## src/rtl/fetch_unit.sv

```systemverilog
// Instruction-fetch stage: holds the PC, drives insmem, registers the returned word into IR.
// Latency: word at addr_code appears in ir one rising edge later; redirects cost one bubble.
// Backpressure: stall freezes PC and IR; optional halt (FETCH_HALT_EN) freezes fetch until rst.
module fetch_unit #(
  parameter int unsigned          AW        = 6,
  parameter int unsigned          DW        = 32,
  parameter logic [AW-1:0]        RESET_PC  = '0,
  parameter logic [DW-1:0]        HALT_WORD = '1
) (
  input  logic          clk,
  input  logic          rst,
  input  logic          stall,
  input  logic          jump_en,
  input  logic [AW-1:0] jump_addr,
  input  logic          branch_en,
  input  logic [AW-1:0] branch_off,
  output logic [AW-1:0] addr_code,
  input  logic [DW-1:0] code,
  output logic [DW-1:0] ir,
  output logic [AW-1:0] ir_pc,
  output logic          ir_valid,
  output logic          halted
);

  logic [AW-1:0] pc;
  logic [AW-1:0] pc_seq;
  logic [AW-1:0] branch_tgt;

  // insmem is combinational, so the fetch address is simply the PC
  assign addr_code = pc;

  // Offset is relative to the instruction after the one in IR; AW-bit add wraps,
  // which is the same as sign-extending the offset and truncating.
  assign pc_seq     = pc + AW'(1);
  assign branch_tgt = ir_pc + AW'(1) + branch_off;

`ifdef FETCH_HALT_EN
  typedef enum logic {RUN, HALT} state_t;
  state_t state;

  // Fetch FSM: stall > jump > branch > sequential fetch; HALT is sticky until reset
  always_ff @(posedge clk or posedge rst) begin
    if (rst) begin
      state    <= RUN;
      pc       <= RESET_PC;
      ir       <= '0;
      ir_pc    <= '0;
      ir_valid <= 1'b0;
      halted   <= 1'b0;
    end else begin
      case (state)
        RUN: begin
          if (stall) begin
            // hold everything; redirects are re-presented after the stall
          end else if (jump_en) begin
            pc       <= jump_addr;
            ir_valid <= 1'b0;
          end else if (branch_en) begin
            pc       <= branch_tgt;
            ir_valid <= 1'b0;
          end else begin
            ir       <= code;
            ir_pc    <= pc;
            ir_valid <= 1'b1;
            if (code == HALT_WORD) begin
              // halt word is delivered to decode once, then fetch stops in place
              state  <= HALT;
              halted <= 1'b1;
            end else begin
              pc <= pc_seq;
            end
          end
        end
        HALT: begin
          ir_valid <= 1'b0;
        end
        default: state <= RUN;
      endcase
    end
  end
`else
  logic unused_halt_word;
  assign unused_halt_word = ^HALT_WORD;
  assign halted           = 1'b0;

  // Fetch pipeline register: stall > jump > branch > sequential fetch
  always_ff @(posedge clk or posedge rst) begin
    if (rst) begin
      pc       <= RESET_PC;
      ir       <= '0;
      ir_pc    <= '0;
      ir_valid <= 1'b0;
    end else begin
      if (stall) begin
        // hold everything; redirects are re-presented after the stall
      end else if (jump_en) begin
        pc       <= jump_addr;
        ir_valid <= 1'b0;
      end else if (branch_en) begin
        pc       <= branch_tgt;
        ir_valid <= 1'b0;
      end else begin
        ir       <= code;
        ir_pc    <= pc;
        ir_valid <= 1'b1;
        pc       <= pc_seq;
      end
    end
  end
`endif

endmodule

```

## config.mk

```make
export PLATFORM = sky130hd
export DESIGN_NAME = fetch_unit
export DESIGN_NICKNAME = d
export VERILOG_FILES = /design/src/rtl/fetch_unit.sv
export SDC_FILE = /design/constraint.sdc
export NUM_CORES = 1
export LEC_CHECK = 0
export ABC_CLOCK_PERIOD_IN_PS = 3300
export BUFFER_PORTS_ARGS = -buffer_cell sky130_fd_sc_hd__clkbuf_2
export CAP_MARGIN = 20
export CORE_ASPECT_RATIO = 0.5
export CORE_MARGIN = 2
export CORE_UTILIZATION = 50
export DETAILED_ROUTE_END_ITERATION = 10
export PLACE_DENSITY = 0.84
export SLEW_MARGIN = 5
export SYNTH_ARGS = -nofsm -noshare
export SYNTH_HDL_FRONTEND = slang
export SYNTH_SLANG_ARGS = --single-unit
```

## constraint.sdc

```tcl
create_clock -name clk -period 3.3 [get_ports clk]
set_input_delay 0 -clock clk [delete_from_list [all_inputs] [get_ports clk]]
set_output_delay 0 -clock clk [all_outputs]
set_load 0.1 [all_outputs]
```

Word-level counts from Yosys, hierarchy flattened
Cells that the tools add are included.

operators by class
  divide/modulo/power cells = 0
  reductions and logical operators = 1
  bitwise gates (word level) = 3
  add/sub/neg operators = 3
  shifts and indexed selects = 0
  equal/unequal tests = 0
  $lt $le $gt $ge = 0
  multiplexer cells = 4
  multiply operators = 0

operators with widths
  cell                 number
  $add 6x1->6 const B  2
  $mux 6               2
  $add 6x6->6          1
  $not 1->1            3
  $reduce_and 3->1     1
  $mux 1               2

word-level totals
  output and inout bits = 46
  register bits = 45
  input port bits = 49
  memories kept = 0
  memory bits (writable) = 0
  ROM bits = 0
  bits in latches = 0
  word-level logic and storage cells = 15

Depth between registers and ports, before layout
Gate-level depths: netlist of the first run.

  word-level depth = 4
  mapped depth = 8
  gate-level depth less buffers = 8

Worst setup path before layout of the first run
Ideal clock, no wire load.

  path type = reg2reg
  start point = register ir_pc[0]
  end point = register pc[4], in the netlist addr_code[4]
  path buffers = 0
  cell stages (with the launch flop) = 9
  period minus slack after synthesis = 2.370 ns
  arrival = 2.294 ns
  setup time = 0.076 ns
  data required time = 3.224 ns
  setup slack = 0.930 ns
  cells stage by stage = dfrtp_1 > inv_1 > ha_1 > fa_1 > nor2b_1 > o21ai_0 > a21oi_1 > and3b_1 > o21ai_1

on the way
  cells in the longest elaborated chain, start to end = 4

RTL lines
  element                 RTL line  source
  start, declared         20        output logic [AW-1:0] ir_pc,
  start signal, assigned  104       ir_pc <= pc;
  $add 6x1->6             35        assign branch_tgt = ir_pc + AW'(1) + branch_off;
  $add 6x6->6             35
  $mux 6                  99        end else if (branch_en) begin
  $mux 6                  96        end else if (jump_en) begin
  end signal, assigned    97        pc <= jump_addr;
  end signal, assigned    100       pc <= branch_tgt;
  end signal, assigned    106       pc <= pc_seq;
  end, declared           25        logic [AW-1:0] pc;

Every way passes these cells.
A chain may end at the register's enable or synchronous reset.

Worst setup path in the final report of the first run
Ends and elaborated chain as after synthesis.

==> results.txt, run 1 <==
The die covers 0.00477 mm2. The number of global-route vias before repair is ~1800. The initial core utilization is a little over half. The worst setup path is captured at a flip-flop. By startpoint and endpoint, the worst setup path is classified as flip-flop to flip-flop. The TritonCTS clock tree is yes. The number of library cell types mapped by synthesis came out at 38. The worst reg2reg path startpoint is ir_pc[0]. The final routed wirelength across all metal layers is 5170 um. The arrival time of data at the critical path endpoint came out at 2.09 ns.

During I/O placement, the number of pins put on the boundary was 95. The worst hold path belongs to the class primary input to flip-flop. The number of DRC markers after the initial detailed-route iteration is 57. Global routing used 24.6% of the available tracks.

Of all nets on the critical path, the largest fanout is 2. The clock period minus worst slack came out at 1.87 ns. Measured against its own limit, the worst slew margin works out to 39.8%. The number of buffers on the longest clock path came out at 2.

The tool flagged a number of max-cap violations equal to 0. The hold path startpoint is jump_addr[0]. The clock drives 45 sinks. The total leakage power is ~1.5 nW. The wire length of the first global-routing pass came out at approximately 8800 um. In the routed layout, each cell is associated on average with a via count of around 5.1. The number of nets with antenna violations after routing came out at 0. The worst hold path depth came out at 3. The wire-length estimate of the detail-placed layout is 3260 um. The final weighted congestion in routability-driven placement came out at slightly below 0.8. The peak supply drop is 0.452 mV. The number of buffers added on ports came out at 93.

Yosys mapped a number of flops with a built-in enable equal to 0. The final sum of negative setup slack came out at 0 ns. The share of the cycle needed by the critical path after routing came out at 56.6%. Global routing finished with a remaining overflow of 0. The number of diodes added for antenna fixing came out at 0. The net count of the finished layout came out at 350. The via total after detailed routing came out at 1769.

Counting flops with an async set or reset pin after synthesis yields a share of 100%. The Yosys step of the flow raised 0 warnings. The core area came out at 0.00396 mm2.

The logic depth of the worst register-to-register path is 8. The run finished with clean final reports. The worst setup path is launched from a flip-flop. For this design the ratio of total power to cell area is a little over 800 mW/mm2. The fill cell total of the finished layout came out at 231. The insertion delay of the later-clocked pin in the worst-skew pair is around 0.30 ns.

The mean cell area of the mapped netlist is 12.7 um2. The most instantiated flip-flop cell in the synthesis netlist is sky130_fd_sc_hd__dfrtp_1. The chip width is between 90 and 100 um. Compared with the post-synthesis result, the final layout area differs by 45.3%.

Including well taps, the total number of placed cells is 306. The cell count after synthesis is 166. Setup violations remaining at the end of the flow were counted as 0. The clock-pin slew on the worst setup and hold paths is 0.09 ns.

The share of final-layout standard cells stronger than drive strength 1 is between 40% and 50%. The average detailed-routed wire length per instance came out at 14.8 um. After the flow finishes, the layout carries non-filler instances totaling 349. The initial antenna violation count came out at 0. Entering global routing, the biggest net connects 46 pins. The number of slew-limit violations in the final report was 0. The height of the chip came out at 49.9 um. The number of hold-slack violations in the final timing report came out at 0. The number of register bits inferred by synthesis came out at 45. Data on the critical path is required at its endpoint by 3.52 ns. Hold is met by 0.00877 ns. The root buffer selected by CTS is sky130_fd_sc_hd__clkbuf_8.

The clock tree synthesis step divided the H-tree into 2 levels. The fmax is 0.535 GHz. The hold buffer count at CTS is 35. The slew at the pin closest to its max-slew limit came out at ~0.9 ns. The post-CTS setup repair buffer count is 0. The cell area that synthesis handed to floorplanning was approximately 0.0021 mm2.

The worst clock skew is between 0.007 and 0.008 ns. The number of nets produced by synthesis came out at 222. The worst setup path startpoint is ir_pc[0]. The first TritonRoute pass finished after 4 iterations. The number of resized instances in the post-cts repair step came out at 0.

The remaining routing DRC violations came out at 0. The sequential element share of the synthesized area is 53.6%. Setup repair after global routing left no endpoint under its margin. The floorplan row count came out at 16. The number of clock buffers inserted by TritonCTS is 5.
## metal layers
metal,track usage [%],wire [um]
met2,42.3,2760
met5,0,0
met3,4.89,227
met4,7.62,68
met1,31.4,2110
## metrics by stage
step	worst slack [ns]	cell area [um2]	util, %	power [mW]
after floorplan	0.930	2100	-	1.80
after global placement	1.59	2590	65.4	1.99
after detailed placement	1.48	2590	65.4	2.01
after CTS	1.45	3050	77.1	2.46
after global routing	1.32	3050	77.1	2.56
final	1.43	3050	77.1	2.46
## critical path, cell delays in order, from the launching register on
cell                      delay [ns]
sky130_fd_sc_hd__dfrtp_1        0.36
sky130_fd_sc_hd__inv_1          0.06
sky130_fd_sc_hd__ha_1           0.23
sky130_fd_sc_hd__fa_1           0.41
sky130_fd_sc_hd__nor2b_1        0.12
sky130_fd_sc_hd__o21ai_0        0.11
sky130_fd_sc_hd__a21oi_1        0.17
sky130_fd_sc_hd__and3b_1        0.19
sky130_fd_sc_hd__o21ai_1        0.14
## power breakdown
part / switching (mW) / total, mW / internal [mW] / leakage (nW)
clock: 0.188 / 0.415 / 0.227 / 0.0554
combinational: 1.03 / 1.30 / 0.264 / 0.914
sequential: 0.0833 / 0.745 / 0.661 / 0.539
total: 1.31 / 2.46 / 1.15 / 1.51
## kinds of logic after synthesis
family                   after synthesis  synth area share [%]
multiplexers                          37                  19.8
XOR/XNOR                               6                  2.50
other                                  1                 0.178
buffers and inverters                 17                  3.99
flip-flops                            45                  53.6
AO/OA/AOI/OAI                         28                  8.27
adder cells (fa/ha/maj)                7                  4.52
AND/OR/NAND/NOR                       25                  7.20
## placed cells by master (no fill, tap or decap), drive strengths merged, types with 2 or more instances in the layout
| cell type | n |
|---|---|
| clkbuf | 99 |
| o31ai | 2 |
| xnor2 | 2 |
| o21ai | 10 |
| nand3 | 4 |
| mux2 | 36 |
| nor2 | 7 |
| dfrtp | 45 |
| nor2b | 2 |
| a31oi | 2 |
| ha | 6 |
| dlygate4sd3 | 35 |
| a211oi | 3 |
| xor2 | 4 |
| inv | 9 |
| nand2 | 6 |
| a21oi | 7 |
## sequential cells by signal, summed over array words and instances (netlist names)
register / count
ir: 32
addr_code: 6
ir_pc: 6
ir_valid: 1
## synth_stat cells (3+ instances only)
| master | number | area [um2] |
|---|---|---|
| sky130_fd_sc_hd__a21oi_1 | 7 | 35.0 |
| sky130_fd_sc_hd__buf_4 | 5 | 37.5 |
| sky130_fd_sc_hd__dfrtp_1 | 45 | 1130 |
| sky130_fd_sc_hd__ha_1 | 6 | 75.1 |
| sky130_fd_sc_hd__inv_1 | 9 | 33.8 |
| sky130_fd_sc_hd__mux2_1 | 3 | 33.8 |
| sky130_fd_sc_hd__mux2_2 | 33 | 372 |
| sky130_fd_sc_hd__nand2_1 | 6 | 22.5 |
| sky130_fd_sc_hd__nand3_1 | 3 | 15.0 |
| sky130_fd_sc_hd__nor2_1 | 6 | 22.5 |
| sky130_fd_sc_hd__o21ai_0 | 8 | 40.0 |
| sky130_fd_sc_hd__xor2_1 | 4 | 35.0 |
## final cells by class
class / instances / area [um2] / share of cell area, %
flip-flops and latches: 45 / 1130 / 36.9
multi-input cells: 104 / 892 / 29.2
repair buffers: 129 / 823 / 27.0
clock buffers: 6 / 72.6 / 2.38
well taps: 54 / 67.6 / 2.21
clock inverters: 2 / 38.8 / 1.27
inverters: 9 / 33.8 / 1.11
## worst paths after layout
check	to	slack, ns
worst min-delay path	addr_code[0]	0.009
min in group asynchronous	ir[15]	0.44
worst min register to register	ir_valid	0.48
worst max register to register	addr_code[4]	1.43
worst max-delay path	addr_code[4]	1.43
max in group asynchronous	addr_code[3]	2.30
No activity file was read; power rests on OpenSTA's default activity.
==> run 2, diff against run 1 <==
--- a/config.mk
+++ b/config.mk
@@ -5,14 +5,15 @@
 export SDC_FILE = /design/constraint.sdc
 export NUM_CORES = 1
 export LEC_CHECK = 0
-export ABC_CLOCK_PERIOD_IN_PS = 3300
+export ABC_AREA = 1
+export ABC_CLOCK_PERIOD_IN_PS = 1900
 export BUFFER_PORTS_ARGS = -buffer_cell sky130_fd_sc_hd__clkbuf_2
 export CAP_MARGIN = 20
 export CORE_ASPECT_RATIO = 0.5
 export CORE_MARGIN = 2
-export CORE_UTILIZATION = 50
+export CORE_UTILIZATION = 48
 export DETAILED_ROUTE_END_ITERATION = 10
-export PLACE_DENSITY = 0.84
+export PLACE_DENSITY = 0.8
 export SLEW_MARGIN = 5
 export SYNTH_ARGS = -nofsm -noshare
 export SYNTH_HDL_FRONTEND = slang
==> constraint.sdc (replaced) <==
create_clock -name clk -period 1.9 [get_ports clk]
set_input_delay 0 -clock clk [delete_from_list [all_inputs] [get_ports clk]]
set_output_delay 0 -clock clk [all_outputs]
set_load 0.1 [all_outputs]
==> run 2 against run 1 <==
  * Clock power grew 47%
  * Area after synthesis is 7.4% higher
  * Critical path type unchanged
  * Die area rose by 11%
  * Global-route usage decreased by 0.57 points
  * Design area up 6.2%
  * Non-clock buffer count rose by 6
  * Worst setup slack lost 1.3 ns
  * Critical path depth is 3 higher
  * Sequential power up 72%
  * Register-to-register slack lost 1.3 ns
==> results.txt, run 2 <==
The number of global-route vias before repair came out at 1920 (+5.8%). The library cells used most frequently in the layout, excluding fill and tap cells, are sky130_fd_sc_hd__clkbuf_2, sky130_fd_sc_hd__dfrtp_1, sky130_fd_sc_hd__dlygate4sd3_1, sky130_fd_sc_hd__nand2_1, sky130_fd_sc_hd__mux2_4. The final number of setup-violating endpoints came out at 0 (unchanged). The wire length of the first global-routing pass came out at 9380 um (+7.0%).

The height of the chip is 52.5 um (+5.3%). Traced cell by cell, the critical path runs through inv_1, ha_1, fa_1, inv_1, nand2_1, a21oi_1, o21ai_0, nand3_1, nand2_1, nand2_1, nand2_1. The worst clock skew came out at 0.0104 ns (+0.00322 ns). The number of library cell types mapped by synthesis is 24 (-37%).

The tightest min-delay check is of the primary input to flip-flop type. The maximum number of pins on one net before global-route repair is 29 (-37%). The initial antenna violation count is 0 (unchanged). The number of H-tree levels came out at 2 (unchanged).

The root buffer cell chosen for the clock tree is sky130_fd_sc_hd__clkbuf_8. The core area is 0.00447 mm2 (+13%). The final routed wirelength across all metal layers is 5730 um (+11%). The TritonCTS clock tree is yes.

The area fraction of the dominant cell type after synthesis was 49.9% (-3.7 points). The I/O pin count is 95 (unchanged). The clock sink count was 45 (unchanged).

The floorplan row count came out at 17 (+1). The number of nets with antenna violations after routing came out at 0 (unchanged). The insertion delay of the later-clocked pin in the worst-skew pair came to 0.31 ns (about the same). The run finished with clean final reports. The share of final-layout standard cells stronger than drive strength 1 came out at 43.0% (-4.8 points). Setup repair after global routing left no endpoint under its margin.

The critical path required time came out at 2.10 ns (-1.42 ns). The initial core utilization came to 50.6% (-2.5 points). The remaining routing DRC violations came out at 0 (unchanged). The floorplan die area came to 0.00530 mm2 (+11%). The arrival time of data at the critical path endpoint came out at 1.93 ns (-0.16 ns). The number of flip-flops under the largest register name is 32 (unchanged).

The placed wire-length estimate after detailed placement is 3720 um (+14%). The chip width came out at 101 um (+5.5%). The area growth from synthesis to layout is 43.6%. The slew at the pin closest to its max-slew limit came to 0.574 ns (-0.328 ns).

The number of clock buffers inserted by TritonCTS came to 5 (unchanged). The average detailed-routed wire length per instance is 14.5 um (-1.7%). The max-capacitance violation count is 0 (unchanged). Ranked by instance count, the synthesized netlist is headed by sky130_fd_sc_hd__dfrtp_1, sky130_fd_sc_hd__nand2_1, sky130_fd_sc_hd__mux2_4, sky130_fd_sc_hd__inv_1, sky130_fd_sc_hd__nand3_1. The largest fanout on the critical path is 3 (+1).

The total standard cell area after synthesis is 0.00226 mm2 (+7.4%). The per-cell via count in the routed design is 4.86 (-4.1%). The number of diodes added for antenna fixing is 0 (unchanged). The global route total overflow is 0 (unchanged).

The post-synthesis async set-or-reset flop share is 100% (unchanged). On the critical path, the stage with the largest delay is an instance of sky130_fd_sc_hd__dfrtp_4. The sum of internal, switching and leakage power is 4.12 mW (+68%). The number of synthesis warnings came to 0 (unchanged). The final sum of negative setup slack is 0 ns (unchanged).

The number of buffers added on ports is 93 (unchanged). The number of synthesized flops with an enable pin came out at 0 (unchanged). Ranked by total cell area, the synthesized netlist is headed by sky130_fd_sc_hd__dfrtp_1, sky130_fd_sc_hd__mux2_4, sky130_fd_sc_hd__nand2_1, sky130_fd_sc_hd__inv_1, sky130_fd_sc_hd__ha_1. The clock-pin slew on the worst setup and hold paths came out at 0.09 ns (about the same). The total leakage power came out at 1.77 nW (+17%).

The global router's overall resource usage came to 24.0% (-0.57 points). The sequential element share of the synthesized area is 49.9% (-3.7 points). The number of DRC markers after the initial detailed-route iteration was 67 (+18%).

The fmax came out at 0.576 GHz (+7.7%). The number of slew-limit violations in the final report is 0 (unchanged). The first-pass iteration count of the detailed router came out at 5 (+1). The number of nets produced by synthesis came out at 257 (+16%).

Leaving out fill and tap cells, the most frequent cell in the layout is sky130_fd_sc_hd__clkbuf_2. The share of the cycle needed by the critical path after routing is 91.3% (+35 points). The final weighted congestion in routability-driven placement is 0.848 (+9.0%).

In the post-synthesis netlist, the cell with the most instances is sky130_fd_sc_hd__dfrtp_1. The power density over the cells is 1270 mW/mm2 (+58%). The category of the critical setup timing path is flip-flop to flip-flop.

The number of hold-slack violations in the final timing report came to 0 (unchanged). The peak supply drop came out at 0.875 mV (+94%). The most used flip-flop cell after synthesis is sky130_fd_sc_hd__dfrtp_1.

The net count of the finished layout is 392 (+12%). The worst setup path is captured at a flip-flop. The critical path's largest stage delay was 0.42 ns (about the same). Of all cell types, the one taking the most synthesized area is sky130_fd_sc_hd__dfrtp_1. The mean cell area of the mapped netlist is 11.2 um2 (-11%). The clock period minus worst slack came to 1.74 ns (-0.134 ns).

Counting stages on the worst path, the most repeated cell is sky130_fd_sc_hd__nand2_1. The worst setup path is launched from a flip-flop. The via total after detailed routing is 1915 (+8.3%). The cell count after synthesis is 201 (+21%). The normalized max-slew margin is 61.9% (+22 points). The number of buffers on the longest clock path is 2 (unchanged). More flip-flops sit in one register than any other, and that register is ir. The number of register bits inferred by synthesis is 45 (unchanged).
## run 2: changes by cell type in the layout (fill, tap and decap cells not counted), sizes merged, moves of 4 or more
cell | before | now
nand2 | 6 | 36
inv | 9 | 23
nand3 | 4 | 14
nor2 | 7 | 11
## run 2: worst paths after layout
path | endpoint | slack (ns) | depth (start not counted) | startpoint
max | addr_code[4] | 0.16 | 11 | ir_pc[0]
min | addr_code[4] | 0.02 | 3 | stall
max reg2reg | addr_code[4] | 0.16 | 11 | ir_pc[0]
min reg2reg | ir_pc[4] | 0.52 | 2 | ir_pc[4]
max in group asynchronous | ir_pc[0] | 1.10 | 4 | rst
min in group asynchronous | addr_code[5] | 0.21 | 3 | rst
## run 2: cell families after synthesis
family	share of synthesized area, %
AOI/OAI and AO/OA	5.15
xor gates and xnor gates	0.776
adders and majority gates	4.21
buffers and inverters	6.70
DFF	49.9
muxes	21.3
other	0.166
and+or+nand+nor	11.9
## run 2: repair_timing
action,in CTS,in global routing
endpoints found under the hold margin,51,0
resized for setup,0,0
hold buffers,38,0
buffers inserted,0,0
## run 2: final cells by class
cell class	count	area, um2
Inverter	24	90.1
Multi-Input combinational cell	125	981
Timing Repair Buffer	135	876
Sequential cell	45	1130
Tap cell	57	71.3
Fill cell	288	1220
Clock inverter	3	21.3
Clock buffer	5	68.8
## run 2: per-layer routing
layer,global-route usage [%],vias up,part of all wire (%)
li1,-,927,-
met1,28.0,921,41
met2,44.1,57,53
met3,6.13,10,4.4
met4,7.66,0,1.5
met5,0,-,0
## run 2: through the flow
step                cell area [um2]  util, %  setup slack, ns  instances  hold slack [ns]
floorplan                      2270        -          0.00904        201            0.112
global placement               2770     62.1            0.224        348          -0.0250
detailed placement             2770     62.1            0.177        348          -0.0184
CTS                            3240     72.6            0.167        394          0.00345
global route                   3240     72.6           0.0197        394           0.0176
finish                         3240     72.6            0.165        394           0.0161
## run 2: critical path: cells and delay by family (launching register included)
family          cells  cell delay (ns)
fa+ha+maj           2             0.57
simple gates        5             0.28
compound gates      2             0.25
buf+inv             2             0.10
flops               1             0.42
## run 2: report_power, final
group | internal (mW) | total [mW] | switching (mW)
Combinational | 0.494 | 2.23 | 1.74
Clock | 0.261 | 0.609 | 0.347
Sequential | 1.14 | 1.28 | 0.139
